### config.mk
export PLATFORM = sky130hd
export DESIGN_NAME = rgb_gray_pipe_flat
export DESIGN_NICKNAME = d
export VERILOG_FILES = /design/src/rtl/rgb_gray_pipe_pkg.sv /design/src/rtl/rgb_gray_pipe_if.sv /design/src/rtl/rgb_gray_pipe_coord.sv /design/src/rtl/rgb_gray_pipe.sv /design/src/flat_wrapper.sv
export SDC_FILE = /design/constraint.sdc
export NUM_CORES = 1
export LEC_CHECK = 0
export ABC_AREA = 1
export BUFFER_PORTS_ARGS = -buffer_cell sky130_fd_sc_hd__buf_2
export CAP_MARGIN = 20
export CELL_PAD_IN_SITES_DETAIL_PLACEMENT = 0
export CELL_PAD_IN_SITES_GLOBAL_PLACEMENT = 2
export CORE_ASPECT_RATIO = 0.75
export CORE_MARGIN = 2
export CORE_UTILIZATION = 41
export CTS_BUF_LIST = sky130_fd_sc_hd__clkbuf_4
export DETAILED_ROUTE_END_ITERATION = 7
export PLACE_DENSITY_LB_ADDON = 0.1
export REMOVE_ABC_BUFFERS = 1
export SLEW_MARGIN = 0
export SYNTH_ARGS = -nofsm -noshare
export SYNTH_HDL_FRONTEND = slang
export SYNTH_HIERARCHICAL = 1
export SYNTH_SLANG_ARGS = --single-unit
### constraint.sdc
create_clock -name i_pix_clk -period 9.9 [get_ports i_pix_clk]
set_input_delay 0 -clock i_pix_clk [delete_from_list [all_inputs] [get_ports i_pix_clk]]
set_output_delay 0 -clock i_pix_clk [all_outputs]
set_load 0.03 [all_outputs]
### src/rtl/rgb_gray_pipe_pkg.sv
// Shared types and Q10 constants for the RGB->grey pipe.
// Coefficient sets are Q10 and each set sums to 1024, so a full-scale white pixel maps to full-scale grey.
package rgb_gray_pkg;

  localparam int MODE_W    = 2;
  localparam int COEF_W    = 11;
  localparam int Q10_HALF  = 512;
  localparam int Q10_SHIFT = 10;

  typedef enum logic [MODE_W-1:0] {
    MODE_601  = 2'd0,
    MODE_709  = 2'd1,
    MODE_MEAN = 2'd2,
    MODE_G    = 2'd3
  } mode_e;

  typedef struct packed {
    logic [COEF_W-1:0] r;
    logic [COEF_W-1:0] g;
    logic [COEF_W-1:0] b;
  } coef_t;

  localparam coef_t COEF_601  = '{r: 11'd306, g: 11'd601,  b: 11'd117};
  localparam coef_t COEF_709  = '{r: 11'd218, g: 11'd732,  b: 11'd74};
  localparam coef_t COEF_MEAN = '{r: 11'd341, g: 11'd342,  b: 11'd341};
  localparam coef_t COEF_G    = '{r: 11'd0,   g: 11'd1024, b: 11'd0};

  function automatic coef_t coef_of(input mode_e m);
    case (m)
      MODE_601:  coef_of = COEF_601;
      MODE_709:  coef_of = COEF_709;
      MODE_MEAN: coef_of = COEF_MEAN;
      default:   coef_of = COEF_G;
    endcase
  endfunction

endpackage

### src/rtl/rgb_gray_pipe_if.sv
// Video-in / grey-out bundle for rgb_gray_pipe.
// master drives pixels and mode, slave (the converter) returns grey samples and markers.
interface rgb_gray_pipe_if
  import rgb_gray_pkg::*;
#(
  parameter int DW = 8,
  parameter int CW = 11
);
  logic              i_vs;
  logic              data_de;
  logic [DW-1:0]     data_r;
  logic [DW-1:0]     data_g;
  logic [DW-1:0]     data_b;
  logic [MODE_W-1:0] i_mode;
  logic              o_de;
  logic [DW-1:0]     o_gray;
  logic [CW-1:0]     o_pix_x;
  logic [CW-1:0]     o_pix_y;
  logic              o_sof;
  logic              o_eol;
  logic              o_err;

  modport master (
    output i_vs, data_de, data_r, data_g, data_b, i_mode,
    input  o_de, o_gray, o_pix_x, o_pix_y, o_sof, o_eol, o_err
  );

  modport slave (
    input  i_vs, data_de, data_r, data_g, data_b, i_mode,
    output o_de, o_gray, o_pix_x, o_pix_y, o_sof, o_eol, o_err
  );
endinterface

### src/rtl/rgb_gray_pipe_coord.sv
// Input-side pixel coordinate tracker with vsync edge detect and timing-error pulse.
// A vsync rising edge wins over any increment; a beat on that edge keeps the old coordinate.
module pix_coord_cnt #(
  parameter int H_ACT = 1280,
  parameter int V_ACT = 800,
  parameter int CW    = 11
) (
  input  logic          clk,
  input  logic          rst_n,
  input  logic          vs,
  input  logic          de,
  output logic [CW-1:0] x,
  output logic [CW-1:0] y,
  output logic          vs_rise,
  output logic          err
);
  logic vs_d;
  logic de_d;
  logic last_x;
  logic last_y;
  logic short_line;
  logic frame_err;

  assign vs_rise    = vs & ~vs_d;
  assign last_x     = (x == CW'(H_ACT - 1));
  assign last_y     = (y == CW'(V_ACT - 1));
  assign short_line = de_d & ~de & (x != '0);
  assign frame_err  = vs_rise & ((x != '0) | (y != '0));

  always_ff @(posedge clk) begin
    if (!rst_n) begin
      vs_d <= 1'b0;
      de_d <= 1'b0;
      err  <= 1'b0;
      x    <= '0;
      y    <= '0;
    end else begin
      vs_d <= vs;
      de_d <= de;
      err  <= short_line | frame_err;
      if (vs_rise) begin
        x <= '0;
        y <= '0;
      end else if ((de && last_x) || short_line) begin
        x <= '0;
        y <= last_y ? '0 : y + CW'(1);
      end else if (de) begin
        x <= x + CW'(1);
      end
    end
  end

endmodule

### src/rtl/rgb_gray_pipe.sv
// Three-stage RGB->grey converter with frame-latched coefficient mode and output-aligned coordinates.
// Stages: products, sum, round/saturate; flags ride alongside the data.
module rgb_gray_pipe
  import rgb_gray_pkg::*;
#(
  parameter int DW    = 8,
  parameter int H_ACT = 1280,
  parameter int V_ACT = 800,
  parameter int CW    = 11
) (
  input logic            i_pix_clk,
  input logic            rst_n,
  rgb_gray_pipe_if.slave bus
);
  localparam int PW = DW + 11;
  localparam int SW = DW + 12;
  localparam logic [SW-1:0] MAX_GRAY = SW'((2 ** DW) - 1);

  mode_e         mode_q;
  coef_t         coef;
  logic [CW-1:0] x_cur, y_cur;
  logic          vs_rise;
  logic          err;

  logic [PW-1:0] prod_r, prod_g, prod_b;
  logic          de1, de2;
  logic [CW-1:0] x1, y1, x2, y2;
  logic [SW-1:0] sum;
  logic [SW-1:0] rounded;
  logic [SW-1:0] shifted;
  logic [DW-1:0] gray_sat;

  pix_coord_cnt #(.H_ACT(H_ACT), .V_ACT(V_ACT), .CW(CW)) u_coord (
    .clk     (i_pix_clk),
    .rst_n   (rst_n),
    .vs      (bus.i_vs),
    .de      (bus.data_de),
    .x       (x_cur),
    .y       (y_cur),
    .vs_rise (vs_rise),
    .err     (err)
  );

  assign bus.o_err = err;

  // The beat coincident with the vsync edge still uses the previous frame's mode.
  always_ff @(posedge i_pix_clk) begin
    if (!rst_n)       mode_q <= MODE_601;
    else if (vs_rise) mode_q <= mode_e'(bus.i_mode);
  end

  assign coef = coef_of(mode_q);

  always_ff @(posedge i_pix_clk) begin
    if (!rst_n) begin
      de1    <= 1'b0;
      x1     <= '0;
      y1     <= '0;
      prod_r <= '0;
      prod_g <= '0;
      prod_b <= '0;
      de2    <= 1'b0;
      x2     <= '0;
      y2     <= '0;
      sum    <= '0;
    end else begin
      de1    <= bus.data_de;
      x1     <= x_cur;
      y1     <= y_cur;
      prod_r <= PW'(bus.data_r) * PW'(coef.r);
      prod_g <= PW'(bus.data_g) * PW'(coef.g);
      prod_b <= PW'(bus.data_b) * PW'(coef.b);
      de2    <= de1;
      x2     <= x1;
      y2     <= y1;
      sum    <= SW'(prod_r) + SW'(prod_g) + SW'(prod_b);
    end
  end

  assign rounded  = sum + SW'(Q10_HALF);
  assign shifted  = rounded >> Q10_SHIFT;
  assign gray_sat = (shifted > MAX_GRAY) ? '1 : shifted[DW-1:0];

  always_ff @(posedge i_pix_clk) begin
    if (!rst_n) begin
      bus.o_de    <= 1'b0;
      bus.o_gray  <= '0;
      bus.o_pix_x <= '0;
      bus.o_pix_y <= '0;
      bus.o_sof   <= 1'b0;
      bus.o_eol   <= 1'b0;
    end else begin
      bus.o_de  <= de2;
      bus.o_sof <= de2 && (x2 == '0) && (y2 == '0);
      bus.o_eol <= de2 && (x2 == CW'(H_ACT - 1));
      if (de2) begin
        bus.o_gray  <= gray_sat;
        bus.o_pix_x <= x2;
        bus.o_pix_y <= y2;
      end
    end
  end

endmodule

### src/flat_wrapper.sv
// flat-port wrapper written by rule: the top's interface ports become plain ports
module rgb_gray_pipe_flat import rgb_gray_pkg::*;
#(
  parameter int DW    = 8,
  parameter int H_ACT = 1280,
  parameter int V_ACT = 800,
  parameter int CW    = 11
)
  (i_pix_clk, rst_n, bus_i_vs, bus_data_de, bus_data_r, bus_data_g, bus_data_b, bus_i_mode, bus_o_de, bus_o_gray, bus_o_pix_x, bus_o_pix_y, bus_o_sof, bus_o_eol, bus_o_err);
  rgb_gray_pipe_if #(.DW(DW), .CW(CW)) bus_i ();
  input logic i_pix_clk;
  input logic rst_n;
  input wire logic [$bits(bus_i.i_vs)-1:0] bus_i_vs;
  input wire logic [$bits(bus_i.data_de)-1:0] bus_data_de;
  input wire logic [$bits(bus_i.data_r)-1:0] bus_data_r;
  input wire logic [$bits(bus_i.data_g)-1:0] bus_data_g;
  input wire logic [$bits(bus_i.data_b)-1:0] bus_data_b;
  input wire logic [$bits(bus_i.i_mode)-1:0] bus_i_mode;
  output wire logic [$bits(bus_i.o_de)-1:0] bus_o_de;
  output wire logic [$bits(bus_i.o_gray)-1:0] bus_o_gray;
  output wire logic [$bits(bus_i.o_pix_x)-1:0] bus_o_pix_x;
  output wire logic [$bits(bus_i.o_pix_y)-1:0] bus_o_pix_y;
  output wire logic [$bits(bus_i.o_sof)-1:0] bus_o_sof;
  output wire logic [$bits(bus_i.o_eol)-1:0] bus_o_eol;
  output wire logic [$bits(bus_i.o_err)-1:0] bus_o_err;
  assign bus_i.i_vs = bus_i_vs;
  assign bus_i.data_de = bus_data_de;
  assign bus_i.data_r = bus_data_r;
  assign bus_i.data_g = bus_data_g;
  assign bus_i.data_b = bus_data_b;
  assign bus_i.i_mode = bus_i_mode;
  assign bus_o_de = bus_i.o_de;
  assign bus_o_gray = bus_i.o_gray;
  assign bus_o_pix_x = bus_i.o_pix_x;
  assign bus_o_pix_y = bus_i.o_pix_y;
  assign bus_o_sof = bus_i.o_sof;
  assign bus_o_eol = bus_i.o_eol;
  assign bus_o_err = bus_i.o_err;
  rgb_gray_pipe #(.DW(DW), .H_ACT(H_ACT), .V_ACT(V_ACT), .CW(CW)) u_core (.i_pix_clk(i_pix_clk), .rst_n(rst_n), .bus(bus_i));
endmodule
==> impl_metrics.yaml, run 1 <==
critical_path:
  required_ns: 10.43
  endpoint_kind: "flop"
  critPathKind: "reg2reg"
  cp_num_buf_inv: 7
  critPathArrivalTime_ns: 6.45
  slowest_delay_ns: 0.89
  crit_fanout: 25
  r2r_setup_slack_ns: 3.98
  crit_path_top_delay_cell: "dfxtp_1"
  startpoint_type: "flop"
  cp_top_family: "adder cells"
sta:
  skew_ns: 0.0410
  fmax_mhz: 169
  post-route-period-util: 0.598
  finalCriticalPeriod_ns: 5.92
  tightest_slew_ns: 0.926
  hold_ws_ns: 0.127
  slew_headroom: 0.377
  hold_violations: 0
  finalSetupViolations: 0
  setup_tns_ns: 0
  rsz0062_at_grt: "false"
  slew_violations: 0
routing:
  drt_iter0_drc: 857
  drt-pass1-iter-count: 5
  vias_per_cell: 4.79
  routedWlPerCell_um: 15.3
  drtAntennaViolNets: 0
  drc: 0
  vias: 12000
  wl_um: 38600
clock_network:
  cts_tree: "done"
  h-tree-depth: 4
  post-cts-setup-buffers: 0
  cts_buffer_depth: 2
  numCtsBuffers: 17
  worstSkewPairLatency_ns: 0.61
  clkSlewWorstSetupHoldPaths_ns: 0.17
  numClockSinks: 173
  cts_root_buffer: "clkbuf_4"
power:
  seq_power_share: 0.247
  powerDensity_mw_per_mm2: 224
  power_switching_uw: 1830
  pwr-share-clk: 0.114
  swShare: 0.514
  leakagePower_uw: 0.00918
  ir_drop_mv: 0.108
  intPower_uw: 1730
  combPwrFrac: 0.639
die:
  dieArea_mm2: 0.0374
  ios: 64
  fp.dieW_um: 223
  rows: 60
  start_util: 0.413
  dieHeight_um: 168
  core_area_mm2: 0.0356
cells_and_area:
  largest_registers: "u_core/prod_g x19, u_core/prod_r x19, u_core/prod_b x18"
  multi_input_area_mm2: 0.00931
  areaGrowthSynthToFinish_pct: 7.91
  seq_area_mm2: 0.00346
  stdcell_area_mm2: 0.0159
  fin_util: 0.446
  drive_gt1_frac: 0.0708
  nets: 2360
  num-fill-cells: 3750
synthesis:
  syn_inst: 1972
  netlist_area_mm2: 0.0147
  yosys.area_share.simple: 0.215
  seq_area_frac_synth: 0.236
  synth_mux_area_frac: 0
  synth_xor_xnor_area_share: 0.0118
  ys_warn_count: 6
  syn_avg_cell_area_um2: 7.46
  synth_top_family_by_area: "adder cells"
  synth_fa_ha_area_frac: 0.319
  synth_seq_cells: 173
  ys_types: 45
  synth_compound_area_frac: 0.0868
global_routing:
  grt_pass1_wl_um: 64300
  busiest_layer: "met1"
  antenna_found_initial: 1
  met3_usage: 0.0363
  grt_overflow_total: 0
  grt_pass1_vias: 12300
  grt_max_degree: 85
  use_met1: 0.337
  grt_use_total: 0.220
  use_met2: 0.328
placement:
  dp_hpwl_um: 31700
  gp_congestion: 0.893
  place_area_mm2: 0.0155
  io_buffers: 63
job:
  drv_cap: 0
run_status:
  status: "finished, final reports clean"
min_path:
  hold_path_class: "in2reg"
-- worst paths after layout --
| path | start | to | depth (start not counted) |
|---|---|---|---|
| setup / recovery | u_core/mode_q[1] | u_core/prod_b[16] | 25 |
| hold reg to reg | u_core/y1[3] | u_core/y2[3] | 2 |
| hold / removal | bus_data_b[1] | u_core/prod_b[1] | 6 |
| setup reg to reg | u_core/mode_q[1] | u_core/prod_b[16] | 25 |
-- cells in the mapped netlist (all sizes together) --
| master | count | area, um2 |
|---|---|---|
| nand3b | 2 | 15.0 |
| a21boi | 3 | 26.3 |
| nand2 | 419 | 1620 |
| a21oi | 108 | 559 |
| nand3 | 74 | 385 |
| a21o | 12 | 90.1 |
| nand4 | 15 | 109 |
| xor2 | 14 | 130 |
| o21bai | 10 | 86.3 |
| clkbuf | 25 | 93.8 |
| xnor2 | 5 | 43.8 |
| o211ai | 1 | 7.51 |
| o31ai | 1 | 7.51 |
| nor4 | 8 | 50.1 |
| o2111ai | 1 | 8.76 |
| ha | 164 | 2050 |
| nor2 | 224 | 897 |
| nor3 | 8 | 45.0 |
| or2 | 5 | 31.3 |
| nor3b | 1 | 18.8 |
| inv | 462 | 1740 |
| o21ai | 75 | 379 |
| a31oi | 7 | 43.8 |
| buf | 14 | 93.8 |
| dfxtp | 173 | 3460 |
| o21a | 9 | 67.6 |
| fa | 132 | 2640 |
-- cells in the final DEF, fill, tap and decap left out, types with 10 or more instances in the layout --
| cell type | n |
|---|---|
| nor2_1 | 211 |
| xor2_1 | 13 |
| nand2_1 | 408 |
| nor2_2 | 10 |
| dlygate4sd3_1 | 13 |
| a21o_1 | 12 |
| inv_1 | 460 |
| buf_2 | 62 |
| nand3_1 | 71 |
| ha_1 | 164 |
| a21oi_1 | 103 |
| fa_1 | 132 |
| o21ai_0 | 74 |
| nand4_1 | 14 |
| dfxtp_1 | 173 |
| clkbuf_4 | 19 |
-- stage by stage --
step                      worst slack [ns]  instances  power, uW
after floorplan                       5.01       1933       2510
after global placement                4.20       2467       3180
after detailed placement              4.04       2467       3150
after CTS                             3.95       2512       3590
after global routing                  3.51       2513       3980
final                                 3.98       2513       3560
-- repair_timing --
| item | CTS | global route |
|---|---|---|
| hold buffers | 13 | 0 |
| resized for setup | 0 | 0 |
| endpoints found under the hold margin | 71 | 0 |
-- worst reg2reg max path: stages (launching register included) --
cell and delay, ns:
dfxtp_1 0.89, inv_1 0.28, ha_1 0.26, buf_4 0.25
nor2_8 0.28, inv_4 0.08, nand2_4 0.10, inv_4 0.05
ha_1 0.26, inv_1 0.05, o21ai_0 0.27, fa_1 0.50
fa_1 0.55, inv_1 0.05, fa_1 0.52, inv_1 0.04
ha_1 0.38, a21oi_1 0.29, nor2_1 0.07, nor2_1 0.17
nor3_1 0.07, nor2_1 0.09, nand2_1 0.10, nand2_1 0.07
nand2_1 0.05, nor2_1 0.11
-- cell families after synthesis --
logic type | after synthesis
AO/OA/AOI/OAI | 227
XOR/XNOR | 19
adder cells (fa/ha/maj) | 296
buffers and inverters | 501
flip-flops | 173
AND/OR/NAND/NOR | 756
-- routing by layer --
metal,up-vias,share of wire,wire (um)
met5,-,0,0
met4,0,0.0080,307
met3,20,0.047,1820
met2,241,0.40,15500
met1,5652,0.54,20900
li1,6131,-,-
-- final cells by class --
type | count | area share
inverters | 462 | 0.110
well taps | 465 | 0.0367
clock inverters | 13 | 0.00820
clock buffers | 19 | 0.00899
multi-input cells | 1298 | 0.587
repair buffers | 82 | 0.0311
flip-flops and latches | 173 | 0.218
diodes | 1 | 0.000158
-- power by group through the flow --
stage	clock (uW)	sequential (uW)	combinational, uW
after detailed placement	0	894	2260
after global placement	0	895	2280
after floorplan	0	868	1640
after CTS	426	879	2290
after global routing	457	890	2630
final	405	880	2280
No activity file was read; power rests on OpenSTA's default activity.
==> run 2: changes to the inputs <==
Settings changed: CORE_UTILIZATION 41 to 35.
Clock period 9.9 ns to 5 ns, I/O delays scaled along.
==> impl_metrics.yaml, run 2 (same netlist as run 1, synthesis figures left out) <==
run_status:
  status: "finished, final reports clean"
sta:
  hold_ws_ns: 0.0957
  rsz0062_at_grt: "true"
  post-route-period-util: 0.951
  tightest_slew_ns: 0.819
  finalCriticalPeriod_ns: 4.76
  fmax_mhz: 210
  skew_ns: 0.0319
  finalSetupViolations: 0
  setup_tns_ns: 0
  slew_headroom: 0.454
  setup_ws_ns: 0.245
  slew_violations: 0
  hold_violations: 0
routing:
  wl_um: 40100
  drt_iter0_drc: 722
  drtAntennaViolNets: 0
  vias: 12000
  vias_per_cell: 4.55
  routedWlPerCell_um: 15.3
  drt-pass1-iter-count: 5
  drc: 0
die:
  start_util: 0.358
  dieHeight_um: 181
  dieArea_mm2: 0.0437
  rows: 64
  ios: 64
  fp.dieW_um: 241
  core_area_mm2: 0.0411
power:
  leakagePower_uw: 0.00929
  ir_drop_mv: 0.191
  powerDensity_mw_per_mm2: 447
  p_total_uw: 7250
cells_and_area:
  stdcell_area_mm2: 0.0162
  drive_gt1_frac: 0.0862
  areaGrowthSynthToFinish_pct: 10.4
  num-fill-cells: 4444
  largest_registers: "u_core/prod_g x19, u_core/prod_r x19, u_core/prod_b x18"
  nets: 2377
  final_cell_mix: "inv_1 (458), nand2_1 (408), nor2_1 (210)"
  seq_area_mm2: 0.00347
  final_common_cell: "inv_1"
  multi_input_area_mm2: 0.00935
critical_path:
  endpoint_kind: "flop"
  critPathKind: "reg2reg"
  worstRegToRegCells: 23
  crit_fanout: 5
  critPathArrivalTime_ns: 5.29
  startpoint_type: "flop"
  required_ns: 5.53
clock_network:
  worstSkewPairLatency_ns: 0.62
  cts_buffer_depth: 2
  numClockSinks: 173
  cts_root_buffer: "clkbuf_4"
  cts_tree: "done"
  clkSlewWorstSetupHoldPaths_ns: 0.18
  h-tree-depth: 4
  numCtsBuffers: 17
placement:
  io_buffers: 63
  gp_congestion: 0.857
  dp_slack_ns: 0.0414
  place_area_mm2: 0.0158
  dp_hpwl_um: 33200
global_routing:
  grt_overflow_total: 0
  antenna_found_initial: 1
  grt_pass1_wl_um: 65900
  grt_pass1_vias: 11900
  grt_use_total: 0.194
  grt_max_degree: 75
min_path:
  hold_path_depth: 4
  hold_path_class: "in2reg"
job:
  drv_cap: 0
-- run 2: cell types whose count changed in the layout (fill, tap and decap cells not counted), sizes merged --
cell,change
dlygate4sd3,-3
clkbuf,-2
buf,+20
clkinv,+1
bufinv,+1
-- run 2: per-layer routing --
metal	GRT usage	part of all wire
met4	0.0243	0.0046
met2	0.267	0.38
met3	0.0318	0.041
met5	0	0
met1	0.318	0.57
-- run 2: repair_timing --
item,in CTS,in global routing
buffers inserted,0,0
cloned,0,0
hold endpoints to repair,58,0
resized for setup,2,17
hold buffers,10,0
endpoints found under the setup margin,1,16
-- run 2: worst max-delay path, stage by stage (launching register included) --
cell	delay, ns
dfxtp_2	0.40
inv_2	0.07
ha_2	0.22
nor2_8	0.18
inv_4	0.09
nand2_4	0.09
inv_4	0.05
ha_1	0.26
inv_1	0.08
xor2_1	0.24
xnor2_1	0.16
inv_1	0.06
ha_1	0.30
fa_1	0.54
inv_1	0.05
fa_1	0.53
inv_1	0.04
ha_1	0.36
a21oi_1	0.34
o21ai_0	0.18
a21o_1	0.19
nand2_1	0.06
nand2_1	0.05
nor2_1	0.15
-- run 2: cell type report --
cell class	instances	area share
diodes	1	0.000154
clock buffers	17	0.00786
clock inverters	15	0.0124
inverters	462	0.107
multi-input cells	1298	0.576
flip-flops and latches	173	0.213
well taps	561	0.0432
repair buffers	99	0.0395
-- run 2: per-stage QoR --
step,instances,utilization
6_report,2626,0.395
5_1_grt,2626,0.395
2_1_floorplan,1933,-
4_1_cts,2625,0.394
3_3_place_gp,2583,0.383
3_5_place_dp,2583,0.383
-- run 2: worst paths after layout --
path | startpoint | slack, ns | to
worst max-delay path | u_core/mode_q[0] | 0.24 | u_core/prod_b[13]
worst min-delay path | bus_i_vs | 0.1 | u_core/u_coord/vs_d
worst max register to register | u_core/mode_q[0] | 0.24 | u_core/prod_b[13]
worst min register to register | u_core/x1[6] | 0.42 | u_core/x2[6]
-- run 2: power breakdown --
part | internal (uW) | switching (uW)
registers | 1580 | 147
logic | 1640 | 2970
clock network | 327 | 593
